$ cat config.mk
export PLATFORM = sky130hd
export DESIGN_NAME = dmem_arbiter
export DESIGN_NICKNAME = d
export VERILOG_FILES = /design/src/rtl/dmem_arbiter.sv
export SDC_FILE = /design/constraint.sdc
export NUM_CORES = 1
export LEC_CHECK = 0
export BUFFER_PORTS_ARGS = -buffer_cell sky130_fd_sc_hd__buf_2
export CORE_MARGIN = 2
export CORE_UTILIZATION = 46
export DETAILED_ROUTE_END_ITERATION = 7
export GPL_TIMING_DRIVEN = 1
export PLACE_DENSITY = 0.86
export SKIP_LAST_GASP = 1
export SYNTH_ARGS = -nofsm -noshare
export SYNTH_HDL_FRONTEND = slang
export SYNTH_SLANG_ARGS = --single-unit
export TNS_END_PERCENT = 100
$ cat constraint.sdc
create_clock -name clk -period 3.78 [get_ports clk]
set_input_delay 0.189 -clock clk [delete_from_list [all_inputs] [get_ports clk]]
set_output_delay 0.189 -clock clk [all_outputs]
set_load 0.005 [all_outputs]
$ cat src/rtl/dmem_arbiter.sv
// dmem_arbiter: two-port arbiter and access sequencer for the shared data memory.
// One access at a time through IDLE -> ACCESS -> DONE. The grant is combinational
// in IDLE/DONE. The command is latched at the grant edge. The memory bus is driven
// only in ACCESS. Completion (rvalid/rerr) is strobed in DONE.
// Build option: define DMEM_ARB_RR_EN for round-robin arbitration. When it is left
// undefined, requester 0 has fixed priority.
// Ports:
//   clk, rst            clock, async active-high reset
//   req, we             per-requester request / store select
//   addr0/1, wdata0/1   byte address, right-aligned store data
//   size0/1, funct3_0/1 access size (00 B, 01 H, 10 W), load sign/zero select
//   gnt, rvalid         one-hot accept / completion strobes
//   rerr, rdata         error flag with rvalid, last load result
//   m_*                 memory-side command; m_rdata is combinational read data
module dmem_arbiter #(
   parameter int unsigned AW = 32,
   parameter int unsigned DW = 32
) (
   input  logic          clk,
   input  logic          rst,
   input  logic [1:0]    req,
   input  logic [1:0]    we,
   input  logic [AW-1:0] addr0,
   input  logic [AW-1:0] addr1,
   input  logic [DW-1:0] wdata0,
   input  logic [DW-1:0] wdata1,
   input  logic [1:0]    size0,
   input  logic [1:0]    size1,
   input  logic [2:0]    funct3_0,
   input  logic [2:0]    funct3_1,
   output logic [1:0]    gnt,
   output logic [1:0]    rvalid,
   output logic          rerr,
   output logic [DW-1:0] rdata,
   output logic          m_wr_en,
   output logic [AW-1:0] m_addr,
   output logic [DW-1:0] m_wdata,
   output logic [1:0]    m_store_size,
   output logic [1:0]    m_load_size,
   output logic [2:0]    m_funct3,
   input  logic [DW-1:0] m_rdata
);

   typedef enum logic [1:0] {S_IDLE, S_ACCESS, S_DONE} state_t;

   state_t        r_state;
   state_t        w_state_nxt;

   logic          r_we;
   logic [AW-1:0] r_addr;
   logic [DW-1:0] r_wdata;
   logic [1:0]    r_size;
   logic [2:0]    r_funct3;
   logic          r_win;
   logic          r_legal;
   logic [DW-1:0] r_rdata;

   logic          w_win;
   logic          w_take;
   logic          w_sel_we;
   logic [AW-1:0] w_sel_addr;
   logic [DW-1:0] w_sel_wdata;
   logic [1:0]    w_sel_size;
   logic [2:0]    w_sel_funct3;
   logic          w_sel_legal;

   // Winner selection
`ifdef DMEM_ARB_RR_EN
   logic r_last;

   // On a contest the requester that did not win last time goes first
   assign w_win = (req == 2'b11) ? ~r_last : req[1];

   always_ff @(posedge clk or posedge rst) begin
      if (rst) begin
         r_last <= 1'b1;
      end else if (w_take) begin
         r_last <= w_win;
      end
   end
`else
   assign w_win = ~req[0];
`endif

   // Command mux from the winning requester
   assign w_sel_we     = w_win ? we[1]    : we[0];
   assign w_sel_addr   = w_win ? addr1    : addr0;
   assign w_sel_wdata  = w_win ? wdata1   : wdata0;
   assign w_sel_size   = w_win ? size1    : size0;
   assign w_sel_funct3 = w_win ? funct3_1 : funct3_0;

   // Alignment / size legality of the selected command
   always_comb begin
      w_sel_legal = 1'b0;
      case (w_sel_size)
         2'b00:   w_sel_legal = 1'b1;
         2'b01:   w_sel_legal = ~w_sel_addr[0];
         2'b10:   w_sel_legal = (w_sel_addr[1:0] == 2'b00);
         default: w_sel_legal = 1'b0;
      endcase
   end

   // Next state, grant, completion and memory bus decode
   always_comb begin
      w_state_nxt  = r_state;
      w_take       = 1'b0;
      gnt          = 2'b00;
      rvalid       = 2'b00;
      rerr         = 1'b0;
      m_wr_en      = 1'b0;
      m_addr       = '0;
      m_wdata      = '0;
      m_store_size = 2'b00;
      m_load_size  = 2'b00;
      m_funct3     = 3'b000;
      case (r_state)
         S_ACCESS: begin
            // Reset pulls state to IDLE asynchronously; the rst term drops the
            // write enable in the same instant
            m_wr_en      = r_we & r_legal & ~rst;
            m_addr       = r_addr;
            m_wdata      = r_wdata;
            m_store_size = r_size;
            m_load_size  = r_size;
            m_funct3     = r_funct3;
            w_state_nxt  = S_DONE;
         end
         default: begin
            if (r_state == S_DONE) begin
               rvalid = r_win ? 2'b10 : 2'b01;
               rerr   = ~r_legal;
            end
            if ((req != 2'b00) && !rst) begin
               w_take      = 1'b1;
               gnt         = w_win ? 2'b10 : 2'b01;
               w_state_nxt = S_ACCESS;
            end else begin
               w_state_nxt = S_IDLE;
            end
         end
      endcase
   end

   // State, latched command and load result
   always_ff @(posedge clk or posedge rst) begin
      if (rst) begin
         r_state  <= S_IDLE;
         r_we     <= 1'b0;
         r_addr   <= '0;
         r_wdata  <= '0;
         r_size   <= 2'b00;
         r_funct3 <= 3'b000;
         r_win    <= 1'b0;
         r_legal  <= 1'b0;
         r_rdata  <= '0;
      end else begin
         r_state <= w_state_nxt;
         if (w_take) begin
            r_we     <= w_sel_we;
            r_addr   <= w_sel_addr;
            r_wdata  <= w_sel_wdata;
            r_size   <= w_sel_size;
            r_funct3 <= w_sel_funct3;
            r_win    <= w_win;
            r_legal  <= w_sel_legal;
         end
         if ((r_state == S_ACCESS) && !r_we && r_legal) begin
            r_rdata <= m_rdata;
         end
      end
   end

   assign rdata = r_rdata;

endmodule

==> impl_metrics.ini <==
[yosys]
avgSynthCellArea_um2 = 13.41
synth_largest_type_area_fraction_pct = 49.45
synth.net_count = 576
ys_types = 27
syn_inst = 400
synth_area_leaders = dfrtp_1, mux2_2, and2_1, mux2_1, buf_6
netlist_area_um2 = 5364
synth_seq_area_share_pct = 49.45
synth_seq_cells = 106
yosysWarnings = 0
synth_top_area_cell = dfrtp_1

[layout]
drive_gt1_share_pct = 66.77
layout.cells.most_common = buf_2
final_nets = 848
layout_common_cells = buf_2, mux2_2, dfrtp_1, and2_1, mux2_1
synthToLayoutAreaGrowth_pct = 33.52
diodes = 0
post-route-util_pct = 62.72

[floorplan]
die_x_um = 112.0
start_util_pct = 46.98
core_area_um2 = 11420
ios = 285
fp.dieArea_um2 = 12540
rows = 39
die_h_um = 112.0

[hold_path]
min_path_cells = 2
holdPathEnd = rdata[29]
worstHoldStart = m_rdata[29]
hp-class = in -> reg

[detailed_routing]
antenna_left = 0
drc = 0
wl_per_cell_um = 15.95
via_per_inst = 5.004
via_count = 4103
firstDrtPassIters = 5
drt_iter0_drc = 138
routed_wl_um = 13080

[clock_network]
cts_buffers = 9
cts_resized = 0
cts_sinks = 106
post_cts_buffers = 0
cts_root_buffer = clkbuf_16
cts_tree = done
htreeDepth = 3
clock_latency_ns = 0.34
cts.path.max_buffers = 2
clk_pin_slew_ns = 0.07

[setup_path]
reg2reg_to = r_addr[31]
cp_max_fo = 73
rrSetupSlack_ns = 1.53
cp_data_required_time_ns = 4.00
worst_setup_path_start_kind = register
r2r_start = r_state[0]
crit_path_end_kind = register
reg2reg_depth = 5
cp.arrival_ns = 2.47
crit_type = reg -> reg

[global_route]
grt_overflow_total = 0
first_global_vias = 4544
grt_util_all_layers_pct = 21.00
grt_max_degree = 77
grt_pass1_wl_um = 21130
antenna_found_initial = 0

[sta]
slew_headroom_pct = 38.22
skew_ns = 0.006777
rsz0062_at_grt = no
finalSetupTns_ns = 0
setup_viol = 0
fin_crit_sh_pct = 59.50
min_period_ns = 2.249
hold_viol = 0
slew_violations = 0
max_freq_ghz = 0.4446
max_slew.worst_pin.slew_ns = 0.9267

[power]
power_density_nw_per_um2 = 495.4
ir_drop_uv = 371.9
power.leakage_nw = 3.604

[placement]
io_buffers = 284
dp_hpwl_um = 9731
gp_congestion = 0.7555

[run]
drv_cap = 0

[status]
outcome = completed
-- worst max-delay path, stage by stage, from the launching register on --
cell	delay, ns
dfrtp_1	0.41
nand2b_4	0.12
inv_4	0.20
nor3_4	0.59
buf_12	0.40
mux2_2	0.38
-- logic make-up after synthesis --
family	share of synthesized area, %
AOI/OAI and AO/OA	0.4433
muxes	36.23
buffers and inverters	3.592
and+or+nand+nor	10.29
DFF	49.45
-- what timing repair did --
action / in CTS / in global routing
hold endpoints to repair: 46 / 0
endpoints found under the setup margin: 0 / 0
hold buffers: 1 / 0
-- synthesized netlist by cell type --
master,number
dfrtp_1,106
nor2_1,5
buf_2,8
and3_1,1
inv_4,1
and2_1,69
nor3_2,1
nor3_4,1
nor4b_1,1
mux2i_1,1
mux2_4,2
nand3b_1,1
inv_1,3
nand2b_4,1
mux2_2,141
o2111ai_1,1
nor3_1,1
mux2_1,28
buf_4,2
a31oi_1,1
nand2b_1,2
buf_6,7
nand3_1,1
nand2_1,2
clkbuf_1,11
and4_1,1
o311ai_0,1
-- registers in the layout, indices dropped and copies added, names as in the netlist --
name and count:
r_win 1, r_we 1, rdata 32, r_funct3 3
r_size 2, r_legal 1, r_addr 32, r_wdata 32
r_state 2
-- layer usage --
metal | track usage (%) | share of wire (%) | routed length (um) | vias to the layer above
li1 | - | - | - | 1930
met1 | 22.25 | 36 | 4732 | 1971
met2 | 40.24 | 54 | 7086 | 179
met3 | 4.736 | 7.3 | 955 | 23
met4 | 8.049 | 2.3 | 302 | 0
met5 | 0 | 0 | 0 | -
-- power breakdown --
group          total [mW]  switching (mW)  internal (mW)
combinational       0.945           0.372          0.572
clock               0.962           0.434          0.528
sequential           1.64           0.171           1.47
total                3.55           0.977           2.57
-- metrics by stage --
| step | power (mW) | hold slack, ns | std cells | cell area (um^2) | worst slack (ns) |
|---|---|---|---|---|---|
| floorplan | 2.159 | 0.3237 | 400 | 5364 | 0.6737 |
| global placement | 2.552 | 0.3422 | 803 | 6840 | 1.574 |
| detailed placement | 2.613 | 0.3525 | 803 | 6840 | 1.489 |
| CTS | 3.598 | 0.06302 | 820 | 7162 | 1.471 |
| global route | 3.777 | 0.06184 | 820 | 7162 | 1.356 |
| finish | 3.548 | 0.07062 | 820 | 7162 | 1.531 |
-- worst max-delay path by stage --
stage               cells after the start  slack (ns)         end       start
floorplan                               2        0.67     m_wr_en         rst
global placement                        5        1.57  r_addr[12]  r_state[0]
detailed placement                      5        1.49  r_wdata[2]  r_state[1]
CTS                                     5        1.47   r_addr[0]  r_state[1]
global route                            5        1.36   r_addr[0]  r_state[1]
finish                                  5        1.53  r_addr[31]  r_state[0]
-- layout make-up --
class / count / area [um^2]
clock buffers: 9 / 225.2
clock inverters: 7 / 86.33
multi-input cells: 262 / 2525
flip-flops and latches: 106 / 2653
fillers: 883 / 4257
inverters: 4 / 20.02
well taps: 143 / 178.9
repair buffers: 289 / 1474
Power figures use the tool's default switching activity.
